[config.mk]
export PLATFORM = sky130hd
export DESIGN_NAME = multdiv_stall_ctrl
export DESIGN_NICKNAME = d
export VERILOG_FILES = /design/src/rtl/multdiv_stall_ctrl.sv
export SDC_FILE = /design/constraint.sdc
export NUM_CORES = 1
export LEC_CHECK = 0
export BUFFER_PORTS_ARGS = -buffer_cell sky130_fd_sc_hd__buf_2
export CAP_MARGIN = 20
export CORE_MARGIN = 5
export CORE_UTILIZATION = 43
export CTS_CLUSTER_DIAMETER = 50
export DETAILED_ROUTE_END_ITERATION = 8
export GPL_TIMING_DRIVEN = 1
export PLACE_DENSITY = 0.75
export SKIP_LAST_GASP = 1
export SLEW_MARGIN = 20
export SYNTH_ARGS = -nofsm -noshare
export SYNTH_HDL_FRONTEND = slang
export SYNTH_SLANG_ARGS = --single-unit
[constraint.sdc]
create_clock -name clock -period 1.44 [get_ports clock]
set_input_delay 0.072 -clock clock [delete_from_list [all_inputs] [get_ports clock]]
set_output_delay 0.072 -clock clock [all_outputs]
set_load 0.02 [all_outputs]
[src/rtl/multdiv_stall_ctrl.sv]
// Execute-stage sequencer for the shared multi-cycle mul/div unit: latches operands,
// pulses a start, stalls the front end until a result (or timeout) returns, then writes back.
module multdiv_stall_ctrl #(
    parameter int unsigned MAX_CYCLES  = 40,
    parameter int unsigned RSTATUS_MUL = 4,
    parameter int unsigned RSTATUS_DIV = 5
) (
    input  logic        clock,
    input  logic        reset,
    input  logic        ex_valid,
    input  logic        ex_mul,
    input  logic        ex_div,
    input  logic [4:0]  ex_rd,
    input  logic [31:0] ex_operandA,
    input  logic [31:0] ex_operandB,
    output logic        md_ctrl_mult,
    output logic        md_ctrl_div,
    output logic [31:0] md_operandA,
    output logic [31:0] md_operandB,
    input  logic [31:0] md_result,
    input  logic        md_exception,
    input  logic        md_ready,
    output logic        stall,
    output logic        busy,
    output logic        wb_valid,
    output logic [4:0]  wb_reg,
    output logic [31:0] wb_data,
    output logic        timeout_err
);

    localparam int unsigned CntW = $clog2(MAX_CYCLES + 1);
    localparam logic [CntW-1:0] CntLast = CntW'(MAX_CYCLES - 1);
    localparam logic [4:0] RstatusReg = 5'd30;

    typedef enum logic [1:0] {StIdle, StStart, StWait, StDone} state_e;

    state_e          state_q, state_d;
    logic [CntW-1:0] cnt_q, cnt_d;
    logic            op_mul_q, op_mul_d;
    logic [4:0]      rd_q, rd_d;
    logic [31:0]     opa_q, opa_d;
    logic [31:0]     opb_q, opb_d;
    logic [31:0]     res_q, res_d;
    logic            exc_q, exc_d;
    logic            tout_q, tout_d;
    logic            trigger;

    assign trigger     = ex_valid & (ex_mul | ex_div);
    assign md_operandA = opa_q;
    assign md_operandB = opb_q;
    assign timeout_err = tout_q;

    always_comb begin
        state_d      = state_q;
        cnt_d        = cnt_q;
        op_mul_d     = op_mul_q;
        rd_d         = rd_q;
        opa_d        = opa_q;
        opb_d        = opb_q;
        res_d        = res_q;
        exc_d        = exc_q;
        tout_d       = tout_q;
        md_ctrl_mult = 1'b0;
        md_ctrl_div  = 1'b0;
        stall        = 1'b0;
        busy         = 1'b0;
        wb_valid     = 1'b0;
        wb_reg       = 5'd0;
        wb_data      = 32'd0;

        case (state_q)
            StIdle: begin
                if (trigger) begin
                    stall    = 1'b1;
                    op_mul_d = ex_mul;
                    rd_d     = ex_rd;
                    opa_d    = ex_operandA;
                    opb_d    = ex_operandB;
                    state_d  = StStart;
                end
            end
            StStart: begin
                stall        = 1'b1;
                busy         = 1'b1;
                md_ctrl_mult = op_mul_q;
                md_ctrl_div  = ~op_mul_q;
                cnt_d        = '0;
                state_d      = StWait;
            end
            StWait: begin
                stall = 1'b1;
                busy  = 1'b1;
                cnt_d = cnt_q + CntW'(1);
                if (md_ready) begin
                    res_d   = md_result;
                    exc_d   = md_exception;
                    state_d = StDone;
                end else if (cnt_q == CntLast) begin
                    // Unit never answered: report it as an exception of the latched op.
                    exc_d   = 1'b1;
                    tout_d  = 1'b1;
                    state_d = StDone;
                end
            end
            StDone: begin
                busy    = 1'b1;
                state_d = StIdle;
                if (exc_q) begin
                    wb_valid = 1'b1;
                    wb_reg   = RstatusReg;
                    wb_data  = op_mul_q ? 32'(RSTATUS_MUL) : 32'(RSTATUS_DIV);
                end else begin
                    wb_valid = (rd_q != 5'd0);
                    wb_reg   = rd_q;
                    wb_data  = res_q;
                end
            end
            default: state_d = StIdle;
        endcase
    end

    always_ff @(posedge clock or negedge reset) begin
        if (!reset) begin
            state_q  <= StIdle;
            cnt_q    <= '0;
            op_mul_q <= 1'b0;
            rd_q     <= 5'd0;
            opa_q    <= 32'd0;
            opb_q    <= 32'd0;
            res_q    <= 32'd0;
            exc_q    <= 1'b0;
            tout_q   <= 1'b0;
        end else begin
            state_q  <= state_d;
            cnt_q    <= cnt_d;
            op_mul_q <= op_mul_d;
            rd_q     <= rd_d;
            opa_q    <= opa_d;
            opb_q    <= opb_d;
            res_q    <= res_d;
            exc_q    <= exc_d;
            tout_q   <= tout_d;
        end
    end

endmodule

==> flow_summary.yaml, run 1 <==
run_status:
  outcome: "finished with violations"
  violations: "negative setup slack"
timing:
  rsz0062_at_grt: "true"
  post-route-worst-setup-slack_ns: -0.303
  finalCritPeriodShare_pct: 121
  finalHoldViolations: 0
  setup_viol: 148
  fin_skew_ns: 0.0106
  fin_crit_ns: 1.74
  slew_headroom_pct: 65.8
  fin_tns_setup_ns: -27.55
  worst_pin_slew_ns: 0.507
  max_freq_mhz: 574
  maxSlewViolCount: 0
pwr:
  power_switching_mw: 7.02
  p_clk_share_pct: 13.8
  p_comb_share_pct: 55.8
  swShare_pct: 37.4
  internal_power_mw: 11.8
  p_per_area_mw_per_mm2: 2160
  p_seq_share_pct: 30.4
  vdd_drop_max_v: 0.00132
  power.leakage_nw: 4.50
die:
  die-area_sq_mm: 0.0138
  die_x_microns: 118
  start_util_pct: 43.8
  die_h_microns: 118
  num_io_pins: 215
  coreArea_sq_mm: 0.0114
  rows: 39
layout:
  diodes: 0
  nets: 811
  n_fill_cell: 619
  final_common_cell: "buf_2"
  area_growth_pct: 74.4
  fin_util_pct: 76.4
  final_cell_mix: "buf_2 (199), dfrtp_1 (112), dlygate4sd3_1 (103)"
  drive_above_1_share_pct: 60.1
grt:
  grtUsageTotal_pct: 22.6
  globalRouteOverflowTotal: 0
  grt_pass1_wl_microns: 25200
  antenna_found_initial: 0
  grt_pass1_vias: 4605
  grt_max_degree: 54
synth:
  synth_area_per_cell_sq_um: 15.2
  synth_compound_area_share_pct: 3.39
  synth_top_family_by_area: "multiplexers"
  synthDistinctLibCells: 36
  muxShareOfSynthArea_pct: 28.9
  synth_xor_xnor_area_share_pct: 0.176
  synth_edf_count: 0
  yosysSeqAreaShare_pct: 56.3
  synthSimpleGateAreaFrac_pct: 6.73
  synth_cells: 327
  ys_async_sr_fraction_pct: 100
  ys_seq_elements: 112
  synthesis.area_sq_mm: 0.00498
  syn_nets: 441
  ys.flop_type: "dfrtp_1"
  synth-warning-count: 0
  yosys.area_share.adder_pct: 1.51
place:
  place_congestion: 0.752
  place.detailed.hpwl_microns: 8980
  portBuffers: 214
clock_network:
  cts_tree: "built"
  clockBufferDepth: 2
  cts_sinks: 112
  cts_made_buffers: 9
  clk_pin_slew_ns: 0.07
  cts_root_buf: "clkbuf_16"
  clk_latency_ns: 0.35
  cts_htree_levels: 3
drt:
  routed_wl_microns: 16700
  drt_iter0_markers: 150
  drt_pass1_iterations: 4
  route.detailed.drc: 0
  detail_route.wl_per_cell_microns: 19.7
  drt-vias-per-instance: 4.86
  ant_nets: 0
  via_count: 4108
worst_setup_path:
  crit_start: "rd_q[0]"
  cp.required_ns: 1.37
  worstPathArrival_ns: 1.67
  timing.rr.start: "state_q[0]"
  cp-endpoint: "wb_valid"
  path_class: "reg2out"
  r2r-end: "res_q[1]"
  end_kind: "primary output"
  start_kind: "flip-flop"
  path_max_fanout: 2
  r2r_cells: 8
  r2r_slack_ns: -0.26
job:
  max_cap_viol_count: 0
hold_path:
  hp-start: "ex_rd[3]"
  hp-class: "in2reg"
-- power by group through the flow --
stage / Clock (mW) / Sequential [mW] / Combinational, mW
2_1_floorplan: 0 / 6.57 / 4.15
3_3_place_gp: 0 / 5.53 / 7.46
3_5_place_dp: 0 / 5.56 / 7.66
4_1_cts: 2.64 / 5.56 / 9.45
5_1_grt: 2.76 / 5.88 / 11.0
6_report: 2.60 / 5.71 / 10.5
-- how the worst min path moves through the flow --
stage / cells after the start / end / slack, ns
floorplan: 0 / cnt_q[0] / -0.22
global placement: 1 / res_q[10] / -0.06
detailed placement: 1 / res_q[10] / -0.06
CTS: 2 / rd_q[3] / 0.009
global route: 2 / rd_q[3] / 0.009
finish: 2 / rd_q[3] / 0.03
-- critical path: stages, from the launching register on --
cell and delay, ns:
dfrtp_1 0.40, or4_1 0.50, o31a_1 0.28, buf_6 0.14
-- layout make-up --
| type | instances | area [sq um] | area share (%) |
|---|---|---|---|
| multi-input combinational | 193 | 2370 | 27.3 |
| timing repair buffer | 374 | 2980 | 34.3 |
| inverter | 7 | 41.3 | 0.475 |
| clock inverter | 7 | 86.3 | 0.994 |
| sequential | 112 | 2800 | 32.3 |
| clock buffer | 9 | 225 | 2.59 |
| tap | 143 | 179 | 2.06 |
-- per-stage QoR --
| step | std cells | instance area (sq um) | hold WS [ns] | setup WS (ns) | total power, mW |
|---|---|---|---|---|---|
| 2_1_floorplan | 327 | 5030 | -0.224 | -0.000555 | 10.7 |
| 5_1_grt | 845 | 8690 | 0.00891 | -0.339 | 19.7 |
| 3_3_place_gp | 690 | 6390 | -0.0576 | 0.0175 | 13.0 |
| 6_report | 845 | 8690 | 0.0315 | -0.303 | 18.8 |
| 4_1_cts | 838 | 8390 | 0.00950 | -0.318 | 17.6 |
| 3_5_place_dp | 690 | 6390 | -0.0571 | -0.0398 | 13.2 |
-- cells in the mapped netlist, types with 2 or more instances --
master     number  share of area, %
dfrtp_1       112                56
mux2_4         69                21
and2_1         34               4.3
mux2_2         33               7.5
buf_6           7               1.6
inv_1           7              0.53
buf_2           6              0.60
ha_1            6               1.5
o21a_1          5              0.75
o21ai_0         5              0.50
nand3_1         4              0.40
nor2_1          4              0.30
clkbuf_1        3              0.23
mux2i_1         3              0.60
nor2b_1         3              0.38
a211oi_1        2              0.30
a21oi_1         2              0.20
nand2_1         2              0.15
nand2b_1        2              0.25
o2bb2ai_1       2              0.35
-- registers in the layout, indices dropped and copies added, names as in the netlist --
signal and count:
cnt_q 6, exc_q 1, md_operandA 32, md_operandB 32
op_mul_q 1, rd_q 5, res_q 32, state_q 2
timeout_err 1
-- kinds of logic after synthesis --
group | count (synthesis)
compound gates | 24
xor+xnor | 1
fa+ha+maj | 6
buf+inv | 24
flops | 112
mux | 105
simple gates | 55
-- repair_timing --
item | CTS | global route
buffers inserted | 23 | 15
setup endpoints to repair | 110 | 153
gates resized for setup | 65 | 74
gates cloned | 7 | 4
hold buffers | 103 | 0
hold endpoints to repair | 214 | 0
pin swaps | 10 | 11
-- layer usage --
layer	wire, microns	track usage [%]	part of all wire, %	vias up
met5	0	0	0	-
met4	319	6.59	1.9	0
met3	1300	6.92	7.8	29
met2	8540	38.7	51	189
met1	6500	27.4	39	2009
li1	-	-	-	1881
(Power assumes the default switching activity.)
==> inputs of run 2 (changes only) <==
--- a/config.mk
+++ b/config.mk
@@ -7,12 +7,12 @@
 export LEC_CHECK = 0
 export BUFFER_PORTS_ARGS = -buffer_cell sky130_fd_sc_hd__buf_2
 export CAP_MARGIN = 20
-export CORE_MARGIN = 5
-export CORE_UTILIZATION = 43
+export CORE_MARGIN = 1.5
+export CORE_UTILIZATION = 42
 export CTS_CLUSTER_DIAMETER = 50
 export DETAILED_ROUTE_END_ITERATION = 8
 export GPL_TIMING_DRIVEN = 1
-export PLACE_DENSITY = 0.75
+export PLACE_DENSITY = 0.74
 export SKIP_LAST_GASP = 1
 export SLEW_MARGIN = 20
 export SYNTH_ARGS = -nofsm -noshare
==> run 2 against run 1 <==
Effect of this change:
- the flow finishes with violations (design-rule violations, negative setup slack)
- register-to-register slack improved by 0.02 ns
- core utilization fell by 1.7 points
- flip-flop and latch count did not move
- critical path depth rose by 2
- design area fell by 1.0%
==> flow_summary.yaml, run 2 (synthesis results as in run 1) <==
run_status:
  outcome: "finished with violations"
  violations: "design-rule violations, negative setup slack"
clock_network:
  cts_made_buffers: 9
  cts_htree_levels: 3
  clockBufferDepth: 2
  clk_latency_ns: 0.34
  cts_tree: "built"
  cts_sinks: 112
  cts_root_buf: "clkbuf_16"
  clk_pin_slew_ns: 0.07
drt:
  via_count: 4071
  drt_iter0_markers: 256
  drt-vias-per-instance: 4.84
  route.detailed.drc: 17
  drt_pass1_iterations: 6
  detail_route.wl_per_cell_microns: 18.3
  ant_nets: 0
  routed_wl_microns: 15400
timing:
  finalHoldViolations: 0
  fin_crit_ns: 1.76
  setup_viol: 150
  slew_headroom_pct: 73.0
  worst_pin_slew_ns: 0.404
  finalCritPeriodShare_pct: 122
  hold_slack_ns: 0.0247
  rsz0062_at_grt: "true"
  fin_skew_ns: 0.00599
  maxSlewViolCount: 0
  max_freq_mhz: 567
  post-route-worst-setup-slack_ns: -0.323
pwr:
  p_per_area_mw_per_mm2: 2150
  power_switching_mw: 6.81
  power.leakage_nw: 4.46
  swShare_pct: 36.8
  p_seq_share_pct: 30.7
  p_comb_share_pct: 55.7
  internal_power_mw: 11.7
  vdd_drop_max_v: 0.00134
  p_clk_share_pct: 13.6
grt:
  antenna_found_initial: 0
  grtUsageTotal_pct: 23.9
  grt_pass1_wl_microns: 23400
  grt_pass1_vias: 4505
  grt_max_degree: 56
  globalRouteOverflowTotal: 0
worst_setup_path:
  critPathSlowestCell: "dfrtp_1"
  end_kind: "primary output"
  crit_chain: "ha_2 > nor2b_4 > clkbuf_16 > and2_1 > buf_2"
  worstPathArrival_ns: 1.69
  cp.required_ns: 1.37
  path_max_fanout: 15
  slowest_delay_ns: 0.40
  path_class: "reg2out"
  r2r_cells: 8
  start_kind: "flip-flop"
place:
  portBuffers: 214
  place_area_sq_mm: 0.00643
  place_congestion: 0.742
  place.detailed.hpwl_microns: 8500
  pre_cts_ws_ns: -0.0693
die:
  coreArea_sq_mm: 0.0115
  die-area_sq_mm: 0.0125
  num_io_pins: 215
  start_util_pct: 43.3
  die_x_microns: 112
  rows: 39
  die_h_microns: 112
hold_path:
  hp-class: "in2reg"
  whs_path_depth: 2
layout:
  area_growth_pct: 72.6
  drive_above_1_share_pct: 59.9
  diodes: 0
  finish.instance_area_sq_mm: 0.00860
  final_common_cell: "buf_2"
  final_cell_mix: "buf_2 (196), dfrtp_1 (112), dlygate4sd3_1 (103)"
  nets: 807
  ff_latch_area_sq_mm: 0.00280
  multiInputGateArea_sq_mm: 0.00235
  n_fill_cell: 665
  fin_util_pct: 74.7
job:
  max_cap_viol_count: 0
-- run 2: layer usage --
layer	track usage (%)	vias to the layer above	part of all wire, %
li1	-	1866	-
met1	28.1	2000	39
met2	43.0	181	53
met3	4.90	24	6.4
met4	8.97	0	2.1
met5	0	-	0
-- run 2: worst paths after layout --
path | start | to | slack (ns)
setup / recovery | state_q[0] | wb_data[30] | -0.32
hold / removal | ex_mul | op_mul_q | 0.02
setup reg to reg | state_q[0] | res_q[8] | -0.24
hold reg to reg | timeout_err | timeout_err | 0.48
max in group asynchronous | reset | state_q[0] | 0.84
min in group asynchronous | reset | md_operandB[14] | 0.10
-- run 2: timing repair --
action / CTS / global route
pin swaps: 13 / 9
resized for setup: 76 / 59
hold buffers: 103 / 0
hold endpoints to repair: 214 / 0
cloned: 5 / 2
buffers inserted: 18 / 7
endpoints found under the setup margin: 131 / 153
-- run 2: layout make-up --
type / instances / area share, %
Clock inverter: 7 / 0.931
Tap cell: 143 / 2.08
Clock buffer: 9 / 2.62
Timing Repair Buffer: 371 / 34.0
Sequential cell: 112 / 32.6
Multi-Input combinational cell: 192 / 27.3
Inverter: 7 / 0.509
-- run 2: power by group through the flow --
stage / logic, mW / registers [mW] / clock network (mW)
floorplan: 4.15 / 6.57 / 0
global placement: 7.52 / 5.52 / 0
detailed placement: 7.75 / 5.55 / 0
CTS: 9.42 / 5.57 / 2.59
global route: 10.8 / 5.85 / 2.74
finish: 10.3 / 5.68 / 2.51
-- run 2: through the flow --
| step | setup TNS (ns) | total power, mW | instances |
|---|---|---|---|
| final | -23.80 | 18.5 | 841 |
| after global routing | -29.51 | 19.4 | 841 |
| after CTS | -18.83 | 17.6 | 838 |
| after detailed placement | -3.26 | 13.3 | 696 |
| after global placement | -0.623 | 13.0 | 696 |
| after floorplan | -0.0111 | 10.7 | 327 |
-- run 2: critical path, delay by kind of cell, from the launching register on --
kind / cells / cell delay (ns)
DFF: 1 / 0.40
adders and majority gates: 1 / 0.22
buffers and inverters: 2 / 0.36
and+or+nand+nor: 2 / 0.37
